==> src/rtl/pio_access_ctrl_pkg.sv <==
// ============================================================================
// pio_access_ctrl_pkg : FSM states, register addresses and request context
// Rev 1.0
// ============================================================================
`default_nettype none

package pio_access_ctrl_pkg;

  typedef enum logic [2:0] {
    ST_IDLE  = 3'd0,
    ST_SETUP = 3'd1,
    ST_START = 3'd2,
    ST_WAIT  = 3'd3,
    ST_ACK   = 3'd4
  } state_e;

  localparam logic [3:0] ADR_DATA    = 4'b0000;
  localparam logic [3:0] ADR_DEVHEAD = 4'b0110;
  localparam int         DEV_BIT     = 4;

  typedef struct packed {
    logic        we;
    logic [3:0]  adr;
    logic [15:0] wdat;
    logic        gnt;
  } req_ctx_t;

  // Only the data register benefits from the per-device fast timing.
  function automatic logic use_fast(input logic [3:0] adr, input logic dev,
                                    input logic f0_en, input logic f1_en);
    return (adr == ADR_DATA) && (dev ? f1_en : f0_en);
  endfunction

endpackage

`default_nettype wire

==> src/rtl/pio_access_ctrl_if.sv <==
// ============================================================================
// pio_access_ctrl_if : requester, timing-controller and pad signals
// Rev 1.0
// ============================================================================
`default_nettype none

interface pio_access_ctrl_if #(
  parameter int TWIDTH = 8
);
  logic              req0, we0, ack0;
  logic [3:0]        adr0;
  logic [15:0]       wdat0;
  logic              req1, we1, ack1;
  logic [3:0]        adr1;
  logic [15:0]       wdat1;
  logic [15:0]       rdat;
  logic [TWIDTH-1:0] cmp_t1, cmp_t2, cmp_t4, cmp_teoc;
  logic              cmp_iordy;
  logic [TWIDTH-1:0] f0_t1, f0_t2, f0_t4, f0_teoc;
  logic              f0_en, f0_iordy;
  logic [TWIDTH-1:0] f1_t1, f1_t2, f1_t4, f1_teoc;
  logic              f1_en, f1_iordy;
  logic              t_go, t_we, t_iordy_en, t_done, t_dstrb;
  logic [TWIDTH-1:0] t_T1, t_T2, t_T4, t_Teoc;
  logic [2:0]        DA;
  logic              CS0n, CS1n, dev;
  logic [15:0]       DD_o, DD_i;

  modport slave (
    input  req0, we0, adr0, wdat0, req1, we1, adr1, wdat1,
    input  cmp_t1, cmp_t2, cmp_t4, cmp_teoc, cmp_iordy,
    input  f0_t1, f0_t2, f0_t4, f0_teoc, f0_en, f0_iordy,
    input  f1_t1, f1_t2, f1_t4, f1_teoc, f1_en, f1_iordy,
    input  t_done, t_dstrb, DD_i,
    output ack0, ack1, rdat, t_go, t_we, t_T1, t_T2, t_T4, t_Teoc, t_iordy_en,
    output DA, CS0n, CS1n, DD_o, dev
  );

  modport master (
    output req0, we0, adr0, wdat0, req1, we1, adr1, wdat1,
    output cmp_t1, cmp_t2, cmp_t4, cmp_teoc, cmp_iordy,
    output f0_t1, f0_t2, f0_t4, f0_teoc, f0_en, f0_iordy,
    output f1_t1, f1_t2, f1_t4, f1_teoc, f1_en, f1_iordy,
    output t_done, t_dstrb, DD_i,
    input  ack0, ack1, rdat, t_go, t_we, t_T1, t_T2, t_T4, t_Teoc, t_iordy_en,
    input  DA, CS0n, CS1n, DD_o, dev
  );
endinterface

`default_nettype wire

==> src/rtl/pio_rr_arb2.sv <==
// ============================================================================
// pio_rr_arb2 : two-way round-robin arbiter, last winner loses a tie
// Rev 1.0
// ============================================================================
`default_nettype none

module pio_rr_arb2 (
  input  logic [1:0] req_i,
  input  logic       last_i,
  output logic [1:0] gnt_o
);

  always_comb begin
    gnt_o = req_i;
    if (req_i == 2'b11) begin
      gnt_o = last_i ? 2'b01 : 2'b10;
    end
  end

endmodule

`default_nettype wire

==> src/rtl/pio_access_ctrl.sv <==
// ============================================================================
// pio_access_ctrl : sequences ATA PIO cycles from two requesters onto one
// PIO timing controller.   Rev 1.0
// ============================================================================
`default_nettype none

module pio_access_ctrl
  import pio_access_ctrl_pkg::*;
#(
  parameter int TWIDTH = 8
) (
  input  logic               clk,
  input  logic               nReset,
  input  logic               rst,
  pio_access_ctrl_if.slave   bus
);

  localparam int TSW = 4 * TWIDTH + 1;

  state_e         state_q, state_d;
  req_ctx_t       ctx_q, ctx_d;
  logic [TSW-1:0] tset_q, tset_d;
  logic [15:0]    rdat_q;
  logic           dev_q;
  logic           last_q;
  logic [1:0]     gnt;

  pio_rr_arb2 u_arb (
    .req_i  ({bus.req1, bus.req0}),
    .last_i (last_q),
    .gnt_o  (gnt)
  );

  always_comb begin
    ctx_d.gnt  = gnt[1];
    ctx_d.we   = gnt[1] ? bus.we1   : bus.we0;
    ctx_d.adr  = gnt[1] ? bus.adr1  : bus.adr0;
    ctx_d.wdat = gnt[1] ? bus.wdat1 : bus.wdat0;
    tset_d = {bus.cmp_t1, bus.cmp_t2, bus.cmp_t4, bus.cmp_teoc, bus.cmp_iordy};
    if (use_fast(ctx_d.adr, dev_q, bus.f0_en, bus.f1_en)) begin
      tset_d = dev_q ? {bus.f1_t1, bus.f1_t2, bus.f1_t4, bus.f1_teoc, bus.f1_iordy}
                     : {bus.f0_t1, bus.f0_t2, bus.f0_t4, bus.f0_teoc, bus.f0_iordy};
    end
  end

  always_comb begin
    state_d = state_q;
    case (state_q)
      ST_IDLE:  if (|gnt) state_d = ST_SETUP;
      ST_SETUP: state_d = ST_START;
      ST_START: state_d = ST_WAIT;
      ST_WAIT:  if (bus.t_done) state_d = ST_ACK;
      ST_ACK:   state_d = ST_IDLE;
      default:  state_d = ST_IDLE;
    endcase
  end

  // last_q resets to 1 so that req0 wins the very first tie.
  always_ff @(posedge clk or negedge nReset) begin
    if (!nReset) begin
      state_q <= ST_IDLE;
      ctx_q   <= '0;
      tset_q  <= '0;
      rdat_q  <= '0;
      dev_q   <= 1'b0;
      last_q  <= 1'b1;
    end else if (rst) begin
      state_q <= ST_IDLE;
      ctx_q   <= '0;
      tset_q  <= '0;
      rdat_q  <= '0;
      dev_q   <= 1'b0;
      last_q  <= 1'b1;
    end else begin
      state_q <= state_d;
      if (state_q == ST_IDLE && |gnt) begin
        ctx_q  <= ctx_d;
        tset_q <= tset_d;
      end
      if (state_q == ST_WAIT && bus.t_dstrb && !ctx_q.we) begin
        rdat_q <= bus.DD_i;
      end
      if (state_q == ST_ACK) begin
        last_q <= ctx_q.gnt;
        if (ctx_q.we && ctx_q.adr == ADR_DEVHEAD) begin
          dev_q <= ctx_q.wdat[DEV_BIT];
        end
      end
    end
  end

  assign bus.ack0 = (state_q == ST_ACK) && !ctx_q.gnt;
  assign bus.ack1 = (state_q == ST_ACK) &&  ctx_q.gnt;
  assign bus.t_go = (state_q == ST_START);
  assign bus.t_we = (state_q != ST_IDLE) && ctx_q.we;
  assign bus.rdat = rdat_q;
  assign bus.dev  = dev_q;
  assign bus.DA   = ctx_q.adr[2:0];
  assign bus.CS0n = (state_q == ST_IDLE) ||  ctx_q.adr[3];
  assign bus.CS1n = (state_q == ST_IDLE) || !ctx_q.adr[3];
  assign bus.DD_o = ctx_q.wdat;
  assign {bus.t_T1, bus.t_T2, bus.t_T4, bus.t_Teoc, bus.t_iordy_en} = tset_q;

endmodule

`default_nettype wire
==> src/flat_wrapper.sv <==
// flat-port wrapper written by rule: the top's interface ports become plain ports
module pio_access_ctrl_flat import pio_access_ctrl_pkg::*;
#(
  parameter int TWIDTH = 8
)
  (clk, nReset, rst, bus_req0, bus_we0, bus_adr0, bus_wdat0, bus_req1, bus_we1, bus_adr1, bus_wdat1, bus_cmp_t1, bus_cmp_t2, bus_cmp_t4, bus_cmp_teoc, bus_cmp_iordy, bus_f0_t1, bus_f0_t2, bus_f0_t4, bus_f0_teoc, bus_f0_en, bus_f0_iordy, bus_f1_t1, bus_f1_t2, bus_f1_t4, bus_f1_teoc, bus_f1_en, bus_f1_iordy, bus_t_done, bus_t_dstrb, bus_DD_i, bus_ack0, bus_ack1, bus_rdat, bus_t_go, bus_t_we, bus_t_T1, bus_t_T2, bus_t_T4, bus_t_Teoc, bus_t_iordy_en, bus_DA, bus_CS0n, bus_CS1n, bus_DD_o, bus_dev);
  pio_access_ctrl_if #(.TWIDTH(TWIDTH)) bus_i ();
  input  logic clk;
  input  logic nReset;
  input  logic rst;
  input wire logic [$bits(bus_i.req0)-1:0] bus_req0;
  input wire logic [$bits(bus_i.we0)-1:0] bus_we0;
  input wire logic [$bits(bus_i.adr0)-1:0] bus_adr0;
  input wire logic [$bits(bus_i.wdat0)-1:0] bus_wdat0;
  input wire logic [$bits(bus_i.req1)-1:0] bus_req1;
  input wire logic [$bits(bus_i.we1)-1:0] bus_we1;
  input wire logic [$bits(bus_i.adr1)-1:0] bus_adr1;
  input wire logic [$bits(bus_i.wdat1)-1:0] bus_wdat1;
  input wire logic [$bits(bus_i.cmp_t1)-1:0] bus_cmp_t1;
  input wire logic [$bits(bus_i.cmp_t2)-1:0] bus_cmp_t2;
  input wire logic [$bits(bus_i.cmp_t4)-1:0] bus_cmp_t4;
  input wire logic [$bits(bus_i.cmp_teoc)-1:0] bus_cmp_teoc;
  input wire logic [$bits(bus_i.cmp_iordy)-1:0] bus_cmp_iordy;
  input wire logic [$bits(bus_i.f0_t1)-1:0] bus_f0_t1;
  input wire logic [$bits(bus_i.f0_t2)-1:0] bus_f0_t2;
  input wire logic [$bits(bus_i.f0_t4)-1:0] bus_f0_t4;
  input wire logic [$bits(bus_i.f0_teoc)-1:0] bus_f0_teoc;
  input wire logic [$bits(bus_i.f0_en)-1:0] bus_f0_en;
  input wire logic [$bits(bus_i.f0_iordy)-1:0] bus_f0_iordy;
  input wire logic [$bits(bus_i.f1_t1)-1:0] bus_f1_t1;
  input wire logic [$bits(bus_i.f1_t2)-1:0] bus_f1_t2;
  input wire logic [$bits(bus_i.f1_t4)-1:0] bus_f1_t4;
  input wire logic [$bits(bus_i.f1_teoc)-1:0] bus_f1_teoc;
  input wire logic [$bits(bus_i.f1_en)-1:0] bus_f1_en;
  input wire logic [$bits(bus_i.f1_iordy)-1:0] bus_f1_iordy;
  input wire logic [$bits(bus_i.t_done)-1:0] bus_t_done;
  input wire logic [$bits(bus_i.t_dstrb)-1:0] bus_t_dstrb;
  input wire logic [$bits(bus_i.DD_i)-1:0] bus_DD_i;
  output wire logic [$bits(bus_i.ack0)-1:0] bus_ack0;
  output wire logic [$bits(bus_i.ack1)-1:0] bus_ack1;
  output wire logic [$bits(bus_i.rdat)-1:0] bus_rdat;
  output wire logic [$bits(bus_i.t_go)-1:0] bus_t_go;
  output wire logic [$bits(bus_i.t_we)-1:0] bus_t_we;
  output wire logic [$bits(bus_i.t_T1)-1:0] bus_t_T1;
  output wire logic [$bits(bus_i.t_T2)-1:0] bus_t_T2;
  output wire logic [$bits(bus_i.t_T4)-1:0] bus_t_T4;
  output wire logic [$bits(bus_i.t_Teoc)-1:0] bus_t_Teoc;
  output wire logic [$bits(bus_i.t_iordy_en)-1:0] bus_t_iordy_en;
  output wire logic [$bits(bus_i.DA)-1:0] bus_DA;
  output wire logic [$bits(bus_i.CS0n)-1:0] bus_CS0n;
  output wire logic [$bits(bus_i.CS1n)-1:0] bus_CS1n;
  output wire logic [$bits(bus_i.DD_o)-1:0] bus_DD_o;
  output wire logic [$bits(bus_i.dev)-1:0] bus_dev;
  assign bus_i.req0 = bus_req0;
  assign bus_i.we0 = bus_we0;
  assign bus_i.adr0 = bus_adr0;
  assign bus_i.wdat0 = bus_wdat0;
  assign bus_i.req1 = bus_req1;
  assign bus_i.we1 = bus_we1;
  assign bus_i.adr1 = bus_adr1;
  assign bus_i.wdat1 = bus_wdat1;
  assign bus_i.cmp_t1 = bus_cmp_t1;
  assign bus_i.cmp_t2 = bus_cmp_t2;
  assign bus_i.cmp_t4 = bus_cmp_t4;
  assign bus_i.cmp_teoc = bus_cmp_teoc;
  assign bus_i.cmp_iordy = bus_cmp_iordy;
  assign bus_i.f0_t1 = bus_f0_t1;
  assign bus_i.f0_t2 = bus_f0_t2;
  assign bus_i.f0_t4 = bus_f0_t4;
  assign bus_i.f0_teoc = bus_f0_teoc;
  assign bus_i.f0_en = bus_f0_en;
  assign bus_i.f0_iordy = bus_f0_iordy;
  assign bus_i.f1_t1 = bus_f1_t1;
  assign bus_i.f1_t2 = bus_f1_t2;
  assign bus_i.f1_t4 = bus_f1_t4;
  assign bus_i.f1_teoc = bus_f1_teoc;
  assign bus_i.f1_en = bus_f1_en;
  assign bus_i.f1_iordy = bus_f1_iordy;
  assign bus_i.t_done = bus_t_done;
  assign bus_i.t_dstrb = bus_t_dstrb;
  assign bus_i.DD_i = bus_DD_i;
  assign bus_ack0 = bus_i.ack0;
  assign bus_ack1 = bus_i.ack1;
  assign bus_rdat = bus_i.rdat;
  assign bus_t_go = bus_i.t_go;
  assign bus_t_we = bus_i.t_we;
  assign bus_t_T1 = bus_i.t_T1;
  assign bus_t_T2 = bus_i.t_T2;
  assign bus_t_T4 = bus_i.t_T4;
  assign bus_t_Teoc = bus_i.t_Teoc;
  assign bus_t_iordy_en = bus_i.t_iordy_en;
  assign bus_DA = bus_i.DA;
  assign bus_CS0n = bus_i.CS0n;
  assign bus_CS1n = bus_i.CS1n;
  assign bus_DD_o = bus_i.DD_o;
  assign bus_dev = bus_i.dev;
  pio_access_ctrl #(.TWIDTH(TWIDTH)) u_core (.clk(clk), .nReset(nReset), .rst(rst), .bus(bus_i));
endmodule
==> config.mk <==
export PLATFORM = sky130hd
export DESIGN_NAME = pio_access_ctrl_flat
export DESIGN_NICKNAME = d
export VERILOG_FILES = /design/src/rtl/pio_access_ctrl_pkg.sv /design/src/rtl/pio_access_ctrl_if.sv /design/src/rtl/pio_rr_arb2.sv /design/src/rtl/pio_access_ctrl.sv /design/src/flat_wrapper.sv
export SDC_FILE = /design/constraint.sdc
export NUM_CORES = 1
export LEC_CHECK = 0
export ABC_AREA = 1
export CORE_ASPECT_RATIO = 0.7
export CORE_MARGIN = 2
export CORE_UTILIZATION = 40
export CTS_BUF_LIST = sky130_fd_sc_hd__clkbuf_4
export DETAILED_ROUTE_END_ITERATION = 8
export GPL_ROUTABILITY_DRIVEN = 1
export PLACE_DENSITY = 0.83
export SLEW_MARGIN = 0
export SYNTH_ARGS = -nofsm -noshare
export SYNTH_HDL_FRONTEND = slang
export SYNTH_SLANG_ARGS = --single-unit
==> constraint.sdc <==
create_clock -name clk -period 1.8 [get_ports clk]
set_input_delay 0.36 -clock clk [delete_from_list [all_inputs] [get_ports clk]]
set_output_delay 0.36 -clock clk [all_outputs]
set_load 0.01 [all_outputs]
==> impl_results.md <==
- Longest Clk Path Bufs: 2
- Die area: around 12000 µm²
- Combinational Power Share: 34.1%
- Placed Area: slightly below 7000 µm²
- Reg2Reg Depth: 10
- Filler instances: approximately 800
- Critical Path AT: about 2100 ps
- Cell Int Power: roughly 3.2 mW
- VDD IR max: between 0.2 and 0.3 mV
- Die extent in y: approximately 91 µm
- Final Wtd Congestion: about 0.85
- Total Nets Final: 965
- CP Launch Type: flip-flop
- Post-route cell area: about 7400 µm²
- Slew @ Worst Pin: around 340 ps
- Worst skew pair latency: 430 ps
- RSZ-0062 raised after global routing: true
- Initial Utilization: 41.7%
- Seq/Total Area, Yosys: 43.5%
- Synth top area share: 42.9%
- Post-synth net total: between 700 and 800
- DR DRC count: 0
- WL per Instance: ~16 µm
- Site row count: 31
- Num ports: approximately 240
- Global-route wire length before repair: about 22 mm
- Clock share of power: about 23%
- Slew Limit Fails: 0
- Final hold vios: 0
- Gr usage total: 23.9%
- Tmin final: roughly 1800 ps
- Syn Inst Count: roughly 560
- Grt ovf: 0
- Final setup vio count: 0
- Netlist cell types: 26
- Clock sinks: 76
- Level count of the clock H-tree: 3
- CTS Root Cell: clkbuf_4
- Core Region: around 10000 µm²
- PortBufs: between 200 and 250
- Net Sw Frac: roughly a third
- Post-DP HPWL: roughly 11 mm
- WL final: roughly 15 mm
- Net Sw Power: between 1 and 1.5 mW
- Status: complete, no violations
- Yosys reg bits: 76
- Max-cap viol count: 0
- Initial antenna violation count: 0
- Setup_tns: 0 ps
- Pwr per Cell Area: 624 nW/µm²
- Mean post-synth cell area: slightly below 8 µm²
- Mapped Area: approximately 4400 µm²
- Die X: 129 µm
- Peak per-stage delay on the critical path: approximately 580 ps
- Crit Path Category: reg -> reg
- Pin count of the biggest net entering global routing: 38
- Fmax achieved: ~0.57 GHz
- DRT Pass-1 Iters: 5
- TritonCTS buffer count: 9
- Critical path data required time: 2180 ps
- Sequential share of power: approximately 43%
- Area delta synth->final: 69.8%
- Worst path slowest cell: dfstp_2
- Synth area leaders: dfrtp_1, nand2_1, nand3_1
- Synth area leader: dfrtp_1
- N_diodes: 0
- Crit-path max FO: 8
- Cell Chain, Critical Path: nand2_4 -> buf_6 -> nand3_2 -> nand2_2 -> nor2_4 -> nand3_4 -> clkbuf_16 -> nand2_2 -> nand3_2 -> nand2_1
- LEAKAGE: about 3.8 nW
- Layout cell share with drive strength beyond 1: between 10 and 15%
- Synth Warn #: 0
- Clock Skew: approximately 23 ps
- Crit share post-route: 97.8%
- Final core occ: between 70% and 80%
- Via density: ~5.1
- Worst relative slew slack: 77.3%
- TritonCTS clock tree: done
- Detailed Route Iter0 Violations: 231
- Reg clk slew, reported paths: around 140 ps
- Vias: approximately 4800
- CP Capture Type: flip-flop
- Remaining antenna violation count: 0
- Vias in the first global route: between 4000 and 5000
- Class of the worst hold path: in -> async
## sequential cells by signal (all words and copies together) (netlist names)
| register | flops |
|---|---|
| u_core.bus.DA | 3 |
| u_core.bus.dev | 1 |
| u_core.last_q | 1 |
| u_core.bus.DD_o | 16 |
| u_core.state_q | 3 |
| u_core.bus.rdat | 16 |
| u_core.ctx_q | 3 |
| u_core.tset_q | 33 |
## layout make-up
type,instances,area [µm²],share of cell area [%]
timing repair buffer,284,2940,39.6
multi-input combinational,361,2020,27.2
clock buffer,9,67.6,0.910
inverter,67,251,3.39
tap,132,165,2.22
clock inverter,7,72.6,0.977
sequential,76,1900,25.6
## final timing paths
path,from,endpoint,slack (ps)
setup / recovery,u_core.last_q,u_core.tset_q[24],40
hold / removal,nReset,u_core.bus.rdat[3],320
setup reg to reg,u_core.last_q,u_core.tset_q[24],40
hold reg to reg,u_core.tset_q[18],u_core.tset_q[18],500
max in group asynchronous,nReset,u_core.bus.DD_o[15],890
min in group clk,bus_DD_i[7],u_core.bus.rdat[7],450
## Yosys cell counts (all sizes together)
cell and count:
mux2 2, inv 67, o22ai 3, dfstp 1, nand3b 1, nand2 154
o21ai 27, a21oi 1, dfrtp 75, a211o 1, buf 45, nand3 106
nor3 4, a22o 16, or2 1, mux2i 33, clkbuf 7, nor2 12
## per-stage QoR
step / cells / hold WS, ps / setup WS, ps / power, mW
floorplan: 556 / 64.4 / 288 / 2.61
global placement: 903 / 262 / -184 / 3.47
detailed placement: 903 / 267 / -247 / 3.51
CTS: 925 / 300 / 3.70 / 4.60
global route: 936 / 325 / -38.2 / 4.87
finish: 936 / 325 / 39.1 / 4.63
## critical path, delay by kind of cell, from the launching register on
| family | cells | cell delay (ps) |
|---|---|---|
| buf+inv | 2 | 380 |
| flops | 1 | 580 |
| simple gates | 8 | 740 |
## kinds of logic (layout without fill, tap and decap cells)
logic type | Yosys count | in the layout | share of synthesized area, %
multiplexers | 35 | 35 | 8.07
AND/OR/NAND/NOR | 278 | 278 | 28.0
AO/OA/AOI/OAI | 48 | 48 | 7.04
flip-flops | 76 | 76 | 43.5
buffers and inverters | 119 | 367 | 13.4
## timing repair
action | in CTS | in global routing
gates cloned | 0 | 6
resized for setup | 31 | 57
setup buffers | 5 | 5
endpoints found under the setup margin | 10 | 61
pin swaps | 3 | 15
hold endpoints to repair | 18 | 0
hold buffers | 1 | 0
## power by group through the flow
stage / clock network (mW) / logic [mW] / registers (mW)
global route: 1.17 / 1.70 / 2.00
detailed placement: 0 / 1.50 / 2.01
finish: 1.07 / 1.58 / 1.98
CTS: 1.11 / 1.51 / 1.98
floorplan: 0 / 0.576 / 2.04
global placement: 0 / 1.47 / 2.00
## per-layer routing
layer,wire length [µm],vias to the layer above,track usage (%)
met2,7610,245,41.2
met5,0,-,0
met3,1270,35,7.25
met1,6080,2261,27.8
li1,-,2262,-
met4,386,0,9.15
## placed cells by master (no fill, tap or decap), drive strengths merged, types with 2 or more instances in the layout
master / Yosys / final
clkdlybuf4s50: 0 / 209
clkbuf: 7 / 14
mux2i: 33 / 33
mux2: 2 / 2
nand3: 106 / 106
clkinv: 0 / 2
dlymetal6s2s: 0 / 21
inv: 67 / 70
nand2: 154 / 154
nor2: 12 / 12
a22o: 16 / 16
nor3: 4 / 4
dfrtp: 75 / 75
o21ai: 27 / 27
buf: 45 / 45
o22ai: 3 / 3
dlygate4sd2: 0 / 3
Note: power is estimated with default switching activity, not from simulation.
